`src/rtl/serial_cmp_pkg.sv`:
```
// serial_cmp_pkg
// Shared definitions for the bit-serial magnitude comparator:
//   cmp_state_t    - controller states (IDLE, SHIFT, DONE)
//   WIDTH_DEFAULT  - default operand width
//   EQ_RST/GT_RST  - result flag values after reset and at the start of
//                    every comparison ("nothing differs yet")
package serial_cmp_pkg;

  typedef enum logic [1:0] {
    IDLE  = 2'd0,
    SHIFT = 2'd1,
    DONE  = 2'd2
  } cmp_state_t;

  localparam int WIDTH_DEFAULT = 8;

  localparam logic EQ_RST = 1'b1;
  localparam logic GT_RST = 1'b0;

endpackage : serial_cmp_pkg

```
`src/rtl/serial_cmp_bit_update.sv`:
```
// serial_cmp_bit_update
// Combinational next-state of the compare flags for one consumed bit pair.
// Flag convention: eq means A == B, gt means B > A.
//
// Build option: SERIAL_CMP_MSB_FIRST_EN
//   undefined - bits arrive LSB first; any differing bit overwrites the
//               decision because it is more significant than all earlier ones.
//   defined   - bits arrive MSB first; cascade rule, the first difference
//               is final.
//
// Ports:
//   a_bit, b_bit   in  current bit of A and B
//   eq_in, gt_in   in  flags accumulated so far
//   eq_out, gt_out out flags after this pair
module serial_cmp_bit_update (
  input  logic a_bit,
  input  logic b_bit,
  input  logic eq_in,
  input  logic gt_in,
  output logic eq_out,
  output logic gt_out
);

`ifdef SERIAL_CMP_MSB_FIRST_EN
  // Once eq drops, gt is frozen: later (less significant) bits are ignored.
  always_comb begin
    eq_out = eq_in & (a_bit == b_bit);
    gt_out = gt_in | (eq_in & b_bit & ~a_bit);
  end
`else
  // A difference at this position outranks everything seen so far,
  // and B is the larger operand exactly when its bit is the 1.
  always_comb begin
    eq_out = eq_in;
    gt_out = gt_in;
    if (a_bit != b_bit) begin
      eq_out = 1'b0;
      gt_out = b_bit;
    end
  end
`endif

endmodule : serial_cmp_bit_update

```
`src/rtl/serial_lsb_comparator.sv`:
```
// serial_lsb_comparator
// Bit-serial magnitude comparator for two unsigned WIDTH-bit operands,
// one bit pair per accepted cycle. Bit order and update rule are chosen by
// the build option SERIAL_CMP_MSB_FIRST_EN (see serial_cmp_bit_update);
// default build is LSB first.
//
// Parameters:
//   WIDTH      operand width, 2..64
// Ports:
//   clk        clock, rising edge
//   rst        asynchronous active-high reset
//   start      begin a comparison (honoured in IDLE or DONE only)
//   bit_valid  a_bit/b_bit hold a valid pair (consumed in SHIFT only)
//   a_bit      current bit of A
//   b_bit      current bit of B
//   busy       high while in SHIFT
//   done       one-cycle pulse on the cycle DONE is entered
//   eq         A == B, valid when not busy
//   gt         B > A,  valid when not busy
module serial_lsb_comparator
  import serial_cmp_pkg::*;
#(
  parameter int WIDTH = WIDTH_DEFAULT
) (
  input  logic clk,
  input  logic rst,
  input  logic start,
  input  logic bit_valid,
  input  logic a_bit,
  input  logic b_bit,
  output logic busy,
  output logic done,
  output logic eq,
  output logic gt
);

  localparam int CNT_W = $clog2(WIDTH + 1);
  localparam logic [CNT_W-1:0] LAST_IDX = CNT_W'(WIDTH - 1);
  localparam logic [CNT_W-1:0] CNT_ONE  = CNT_W'(1);

  cmp_state_t       state_q, state_d;
  logic [CNT_W-1:0] cnt_q, cnt_d;
  logic             busy_q, busy_d;
  logic             done_q, done_d;
  logic             eq_q, eq_d;
  logic             gt_q, gt_d;

  logic             upd_eq, upd_gt;

  serial_cmp_bit_update u_bit_update (
    .a_bit  (a_bit),
    .b_bit  (b_bit),
    .eq_in  (eq_q),
    .gt_in  (gt_q),
    .eq_out (upd_eq),
    .gt_out (upd_gt)
  );

  always_comb begin
    state_d = state_q;
    cnt_d   = cnt_q;
    eq_d    = eq_q;
    gt_d    = gt_q;
    done_d  = 1'b0;

    unique case (state_q)
      // A pair presented together with start is not consumed: the first
      // pair is only sampled once the FSM is already in SHIFT.
      IDLE, DONE: begin
        if (start) begin
          state_d = SHIFT;
          cnt_d   = '0;
          eq_d    = EQ_RST;
          gt_d    = GT_RST;
        end
      end
      SHIFT: begin
        if (bit_valid) begin
          eq_d  = upd_eq;
          gt_d  = upd_gt;
          cnt_d = cnt_q + CNT_ONE;
          if (cnt_q == LAST_IDX) begin
            state_d = DONE;
            done_d  = 1'b1;
          end
        end
      end
      default: begin
        state_d = IDLE;
      end
    endcase

    // Registered outputs follow the state being entered.
    busy_d = (state_d == SHIFT);
  end

  always_ff @(posedge clk or posedge rst) begin
    if (rst) begin
      state_q <= IDLE;
      cnt_q   <= '0;
      busy_q  <= 1'b0;
      done_q  <= 1'b0;
      eq_q    <= EQ_RST;
      gt_q    <= GT_RST;
    end else begin
      state_q <= state_d;
      cnt_q   <= cnt_d;
      busy_q  <= busy_d;
      done_q  <= done_d;
      eq_q    <= eq_d;
      gt_q    <= gt_d;
    end
  end

  assign busy = busy_q;
  assign done = done_q;
  assign eq   = eq_q;
  assign gt   = gt_q;

endmodule : serial_lsb_comparator

```
`config.mk`:
```
export PLATFORM = sky130hd
export DESIGN_NAME = serial_lsb_comparator
export DESIGN_NICKNAME = d
export VERILOG_FILES = /design/src/rtl/serial_cmp_pkg.sv /design/src/rtl/serial_cmp_bit_update.sv /design/src/rtl/serial_lsb_comparator.sv
export SDC_FILE = /design/constraint.sdc
export NUM_CORES = 1
export LEC_CHECK = 0
export ABC_AREA = 0
export CORE_AREA = 2 2 39 41
export CTS_CLUSTER_DIAMETER = 150
export CTS_CLUSTER_SIZE = 14
export DETAILED_ROUTE_END_ITERATION = 16
export DIE_AREA = 0 0 41 43
export HOLD_SLACK_MARGIN = 0.02
export PLACE_DENSITY = 0.67
export REMOVE_ABC_BUFFERS = 1
export SKIP_LAST_GASP = 1
export SLEW_MARGIN = 10
export SYNTH_ARGS = -nofsm -noshare
export SYNTH_HDL_FRONTEND = slang
export SYNTH_SLANG_ARGS = --single-unit
```
`constraint.sdc`:
```
create_clock -name clk -period 1.7 [get_ports clk]
set_input_delay 0.51 -clock clk [delete_from_list [all_inputs] [get_ports clk]]
set_output_delay 0.51 -clock clk [all_outputs]
set_load 0.05 [all_outputs]
```
# ---- After elaboration in Yosys (flattened, before gate mapping)
# Index checks and enable logic that the tools add are counted.
dict set report op_classes {
  n_eq_ne 8
  add_sub_neg 1
  mux 18
  n_reduce_logical 5
}
# op count
set ops {}
lappend ops {{2-to-1 mux 1 bit} 9}
lappend ops {{2-to-1 mux 4 bit} 2}
lappend ops {{case mux 4 bit (2 select lines)} 1}
lappend ops {{2-to-1 mux 2 bit} 3}
lappend ops {{adder 4 x 1 -> 4 bit, second input constant} 1}
lappend ops {{== test 2 x 1 -> 1 bit, second input constant} 2}
lappend ops {{== test 4 x 3 -> 1 bit, second input constant} 1}
lappend ops {{inequality test 2 bit, second input constant} 2}
lappend ops {{case mux 1 bit (2 select lines)} 2}
lappend ops {{case mux 2 bit (2 select lines)} 1}
lappend ops {{AND reduction 4 bit} 1}
lappend ops {{AND reduction 3 bit} 1}
lappend ops {{== test 2 bit, second input constant} 1}
lappend ops {{zero test 2 bit} 1}
lappend ops {{inequality test 2 x 1 -> 1 bit, second input constant} 1}
lappend ops {{nonzero test 2 bit} 1}
lappend ops {{OR reduction 2 bit} 1}
lappend ops {{inequality test 1 bit} 1}
dict set report totals {
  inputBits 6
  out_inout_bits 4
  regBits 10
}

# ---- Longest topological paths before layout
# Gate-level depths: netlist (run 1).
dict set report logic_depth {
  ltp_word 5
  ltp_mapped 4
  ltp_nobuf 4
}

# ---- Cells and area by module
# Synthesis (run 1) repeated with hierarchy kept, for this count alone.
dict set report unflattened {
  cells_unflattened 47
  area_unflattened_um2 515.5
}
# mod area_per_inst_um2 cells_per_inst instances
set modules_own_cells {}
lappend modules_own_cells {serial_lsb_comparator 485.5 43 1}
lappend modules_own_cells {serial_cmp_bit_update 30.0 4 1}

# ---- Worst setup path before layout (run 1)
# Ideal clock, no wire load.
dict set report synth_path {
  path_kind {register -> register}
  from {reg state_q[1]}
  to {reg cnt_q[3]}
  n_path_buf 0
  period_less_slack_ps 1180
  slack_ps 520
  path_stages_with_launch 4
  required_time_ps 1623
  arrival_ps 1103
  path_cell_list {dfrtp_1 nand3b_2 or3_1 a21oi_1}
}
dict set report synth_between {
  elab_chain_cells 4
  word_cells_on_any_way 9
  classes_between {eq/ne (4); mux (1); reduce/logical (4)}
}
# item line
set synth_lines {}
lappend synth_lines {{start, declared} serial_lsb_comparator.sv:41} ;# cmp_state_t state_q, state_d;
lappend synth_lines {{start signal, assigned} serial_lsb_comparator.sv:106} ;# state_q <= state_d;
lappend synth_lines {{== test 2 bit or zero test 2 bit (tied branches)} serial_lsb_comparator.sv:66} ;# unique case (state_q)
lappend synth_lines {{OR reduction 2 bit} serial_lsb_comparator.sv:66}
lappend synth_lines {{inequality test 2 bit (no line) or nonzero test 2 bit (tied branches)} --}
lappend synth_lines {{AND reduction 3 bit (no line)} --}
lappend synth_lines {{end signal, assigned} serial_lsb_comparator.sv:107} ;# cnt_q <= cnt_d;
lappend synth_lines {{end, declared} serial_lsb_comparator.sv:42} ;# logic [CNT_W-1:0] cnt_q, cnt_d;
# Parallel ways exist; a longest one is shown, timed or not.
# A chain may end at the register's enable or synchronous reset.

# ---- Worst setup path after layout (run 1)
dict set report layout_path {
  from {in bit_valid}
  to {reg cnt_q[3]}
}
dict set report layout_between {
  elab_chain_cells 2
}
# item line
set layout_lines {}
lappend layout_lines {{start, declared} serial_lsb_comparator.sv:28} ;# input logic bit_valid,
lappend layout_lines {{inequality test 2 bit (no line)} --}
lappend layout_lines {{AND reduction 3 bit (no line)} --}
# No other way between the ends.

==> results of run 1 <==
==> power groups by stage <==
stage | clock [mW] | combinational [mW] | sequential (mW)
final | 0.208 | 0.490 | 0.434
after global routing | 0.232 | 0.533 | 0.448
after CTS | 0.217 | 0.495 | 0.434
after detailed placement | 0 | 0.494 | 0.437
after global placement | 0 | 0.486 | 0.438
after floorplan | 0 | 0.177 | 0.523
==> worst paths after layout <==
check,end,slack [ps],depth (start not counted)
setup reg to reg,cnt_q[3],490,3
min in group clk,done,510,1
hold reg to reg,done,510,1
setup / recovery,cnt_q[3],240,4
hold / removal,busy,510,2
max in group asynchronous,eq,880,2
==> cells by family after synthesis <==
family	count (synthesis)	share of synthesized area [%]
buf+inv	3	2.45
flops	10	54.8
fa+ha+maj	1	2.72
simple gates	13	19.6
xor+xnor	1	1.91
compound gates	13	18.5
==> registers in the layout (all words and copies together) (netlist names) <==
register  count
cnt_q         4
state_q       2
busy          1
done          1
eq            1
gt            1
==> stage by stage <==
step / instances / power (mW) / cell area [um^2]
finish: 72 / 1.13 / 661
global placement: 68 / 0.924 / 624
global route: 72 / 1.21 / 661
CTS: 72 / 1.15 / 661
detailed placement: 68 / 0.931 / 624
floorplan: 41 / 0.701 / 459
==> metal layers <==
metal	wire, um	share of wire (%)	global-route usage (%)
met5	0	0	0
met4	0	0	4.00
met2	454	53	20.0
met1	380	44	14.6
met3	30	3.5	7.85
==> cell type report <==
| class | count | area (um^2) |
|---|---|---|
| clock buffers | 4 | 36.3 |
| fillers | 123 | 723 |
| inverters | 3 | 11.3 |
| multi-input cells | 28 | 196 |
| flip-flops and latches | 10 | 251 |
| well taps | 16 | 20.0 |
| repair buffers | 11 | 145 |
==> synth_stat cells <==
cell type,count,area share (%)
sky130_fd_sc_hd__o21bai_1,1,1.6
sky130_fd_sc_hd__o2bb2ai_1,1,1.9
sky130_fd_sc_hd__nand2b_1,2,2.7
sky130_fd_sc_hd__inv_1,3,2.5
sky130_fd_sc_hd__dfrtp_1,9,49
sky130_fd_sc_hd__ha_1,1,2.7
sky130_fd_sc_hd__or3_1,1,1.4
sky130_fd_sc_hd__nand2_1,1,0.82
sky130_fd_sc_hd__xnor2_1,1,1.9
sky130_fd_sc_hd__nand4_1,1,1.4
sky130_fd_sc_hd__a21oi_1,1,1.1
sky130_fd_sc_hd__nor3b_1,1,1.6
sky130_fd_sc_hd__a41oi_1,1,1.9
sky130_fd_sc_hd__nor4b_2,1,3.3
sky130_fd_sc_hd__a32o_1,1,2.2
sky130_fd_sc_hd__nand3b_2,1,2.5
sky130_fd_sc_hd__o22a_1,1,1.9
sky130_fd_sc_hd__a31oi_1,1,1.4
sky130_fd_sc_hd__or2_2,1,1.4
sky130_fd_sc_hd__nor2b_1,1,1.4
sky130_fd_sc_hd__dfstp_2,1,5.7
sky130_fd_sc_hd__o21ai_0,6,6.5
sky130_fd_sc_hd__nand3_1,3,3.3
==> flow_metrics.py, run 1 <==
metrics = {
    "synth": {
        "synth.yosys.warnings": 0,
        "mappedNetlistArea_um2": 459,
        "synth.distinct_cells": 23,
        "postSynthRegisterBits": 10,
        "syn_inst": 41,
        "syn-mean-instance-area_um2": 11.2,
        "synth_sequential_area_ratio_pct": 54.8,
    },
    "global_routing": {
        "maximum_number_of_pins_on_one_net_before_global_route_repair": 11,
        "grt_pass1_vias": 369,
        "grt_antenna_before_repair": 0,
        "globalRouteOverflowTotal": 0,
        "grtUsageTotal_pct": 13.1,
        "grt_first_pass_wirelength_mm": 1.51,
    },
    "clock_tree": {
        "ctsLongestPathBuffers": 2,
        "clock-root-buffer": "sky130_fd_sc_hd__clkbuf_4",
        "cts-htree-levels": 1,
        "cts_resized": 0,
        "clk_latency_ps": 260,
        "post_cts_hold_buffer_count": 0,
        "path_clk_slew_ps": 60,
        "cts-buffers-inserted": 3,
        "setup_buffers_after_cts": 0,
        "clock_sink_count": 10,
        "cts_tree": "yes",
    },
    "routing": {
        "first_iter_violations": 7,
        "drt-wirelength-per-cell_um": 12.0,
        "route.final.wire_length_um": 864,
        "drt_via_density": 5.08,
        "firstDrtPassIters": 2,
        "post_detailed_route_count_of_antenna_violating_nets": 0,
        "detailroute.via_count": 366,
        "post-route-drc-count": 0,
    },
    "critical_path": {
        "critical_path.startpoint": "bit_valid",
        "cp_max_stage_cell": "sky130_fd_sc_hd__clkdlybuf4s50_1",
        "critical_path_cell_by_cell": "clkdlybuf4s50_1, nand3b_2, or3_1, a21oi_1",
        "worstReg2RegStart": "state_q[1]",
        "setup.worst_path.end_class": "flop",
        "slowest_delay_ps": 530,
        "critical_path.top_delay_family": "buffers and inverters",
        "criticalPathCategory": "in2reg",
        "cp_max_fo": 3,
        "cp.required_ps": 1890,
        "critical_path_buf_inv_count": 1,
        "critical_path.startpoint_type": "input pin",
        "cp_data_arrival_time_ps": 1650,
    },
    "run_status": {
        "run_status": "finished, final reports clean",
    },
    "worst_hold_path": {
        "holdCritPathClass": "in2async",
    },
    "power": {
        "power.net_switching_mw": 0.418,
        "sequentialPowerShare_pct": 38.3,
        "p_int_mw": 0.715,
        "power_per_unit_of_standard_cell_area_nw_per_um2": 1710,
        "power.ir.vdd_worst_mv": 0.790,
        "power.share.switching_pct": 36.9,
        "clkPwrFrac_pct": 18.4,
        "p_leak_nw": 0.277,
        "p_comb_share_pct": 43.3,
    },
    "placed_design": {
        "gp_congestion": 0.770,
        "io_buffer_count": 9,
        "placed_wire_length_estimate_um": 705,
        "preCtsSetupSlack_ps": -27.6,
    },
    "sta": {
        "worstMarginPinSlew_ps": 367,
        "fin_setup_tns_ps": 0,
        "timing.final.crit_period_ps": 1460,
        "setup_viol": 0,
        "maxClockFrequency_mhz": 684,
        "slew-limit-headroom_pct": 75.5,
        "report.final.hold_viol_count": 0,
        "grt_setup_unrepaired": "false",
        "fin_crit_sh_pct": 86.0,
        "final.setup.worst_slack_ps": 238,
        "skew_ps": 1.51,
        "fin_worst_hold_slack_ps": 511,
        "finalMaxSlewViolations": 0,
    },
    "cells_and_area": {
        "num_antenna_cells": 0,
        "fin_util_pct": 47.7,
        "fin_nets": 64,
        "fraction_of_layout_instances_using_a_drive_strength_above_1_pct": 25.0,
        "mostFrequentLayoutCell": "sky130_fd_sc_hd__dfrtp_1",
        "areaGrowthSynthToFinish_pct": 43.9,
        "most_frequent_cells_in_the_layout": "sky130_fd_sc_hd__dfrtp_1, sky130_fd_sc_hd__o21ai_0, sky130_fd_sc_hd__clkdlybuf4s50_1, sky130_fd_sc_hd__buf_12",
    },
    "floorplan": {
        "start_util_pct": 33.2,
        "dieWidth_um": 41,
        "die_area_um2": 1760,
        "ios": 10,
        "fp-row-count": 14,
        "core-area_um2": 1380,
        "chipHeight_um": 43,
    },
    "run": {
        "drv_cap": 0,
    },
}
(Power assumes the default switching activity.)
==> run 2, diff against run 1 <==
- TNS_END_PERCENT: not set -> 10
==> results of run 2 <==
Final layout, timing and power as in run 1 (identical DEF).
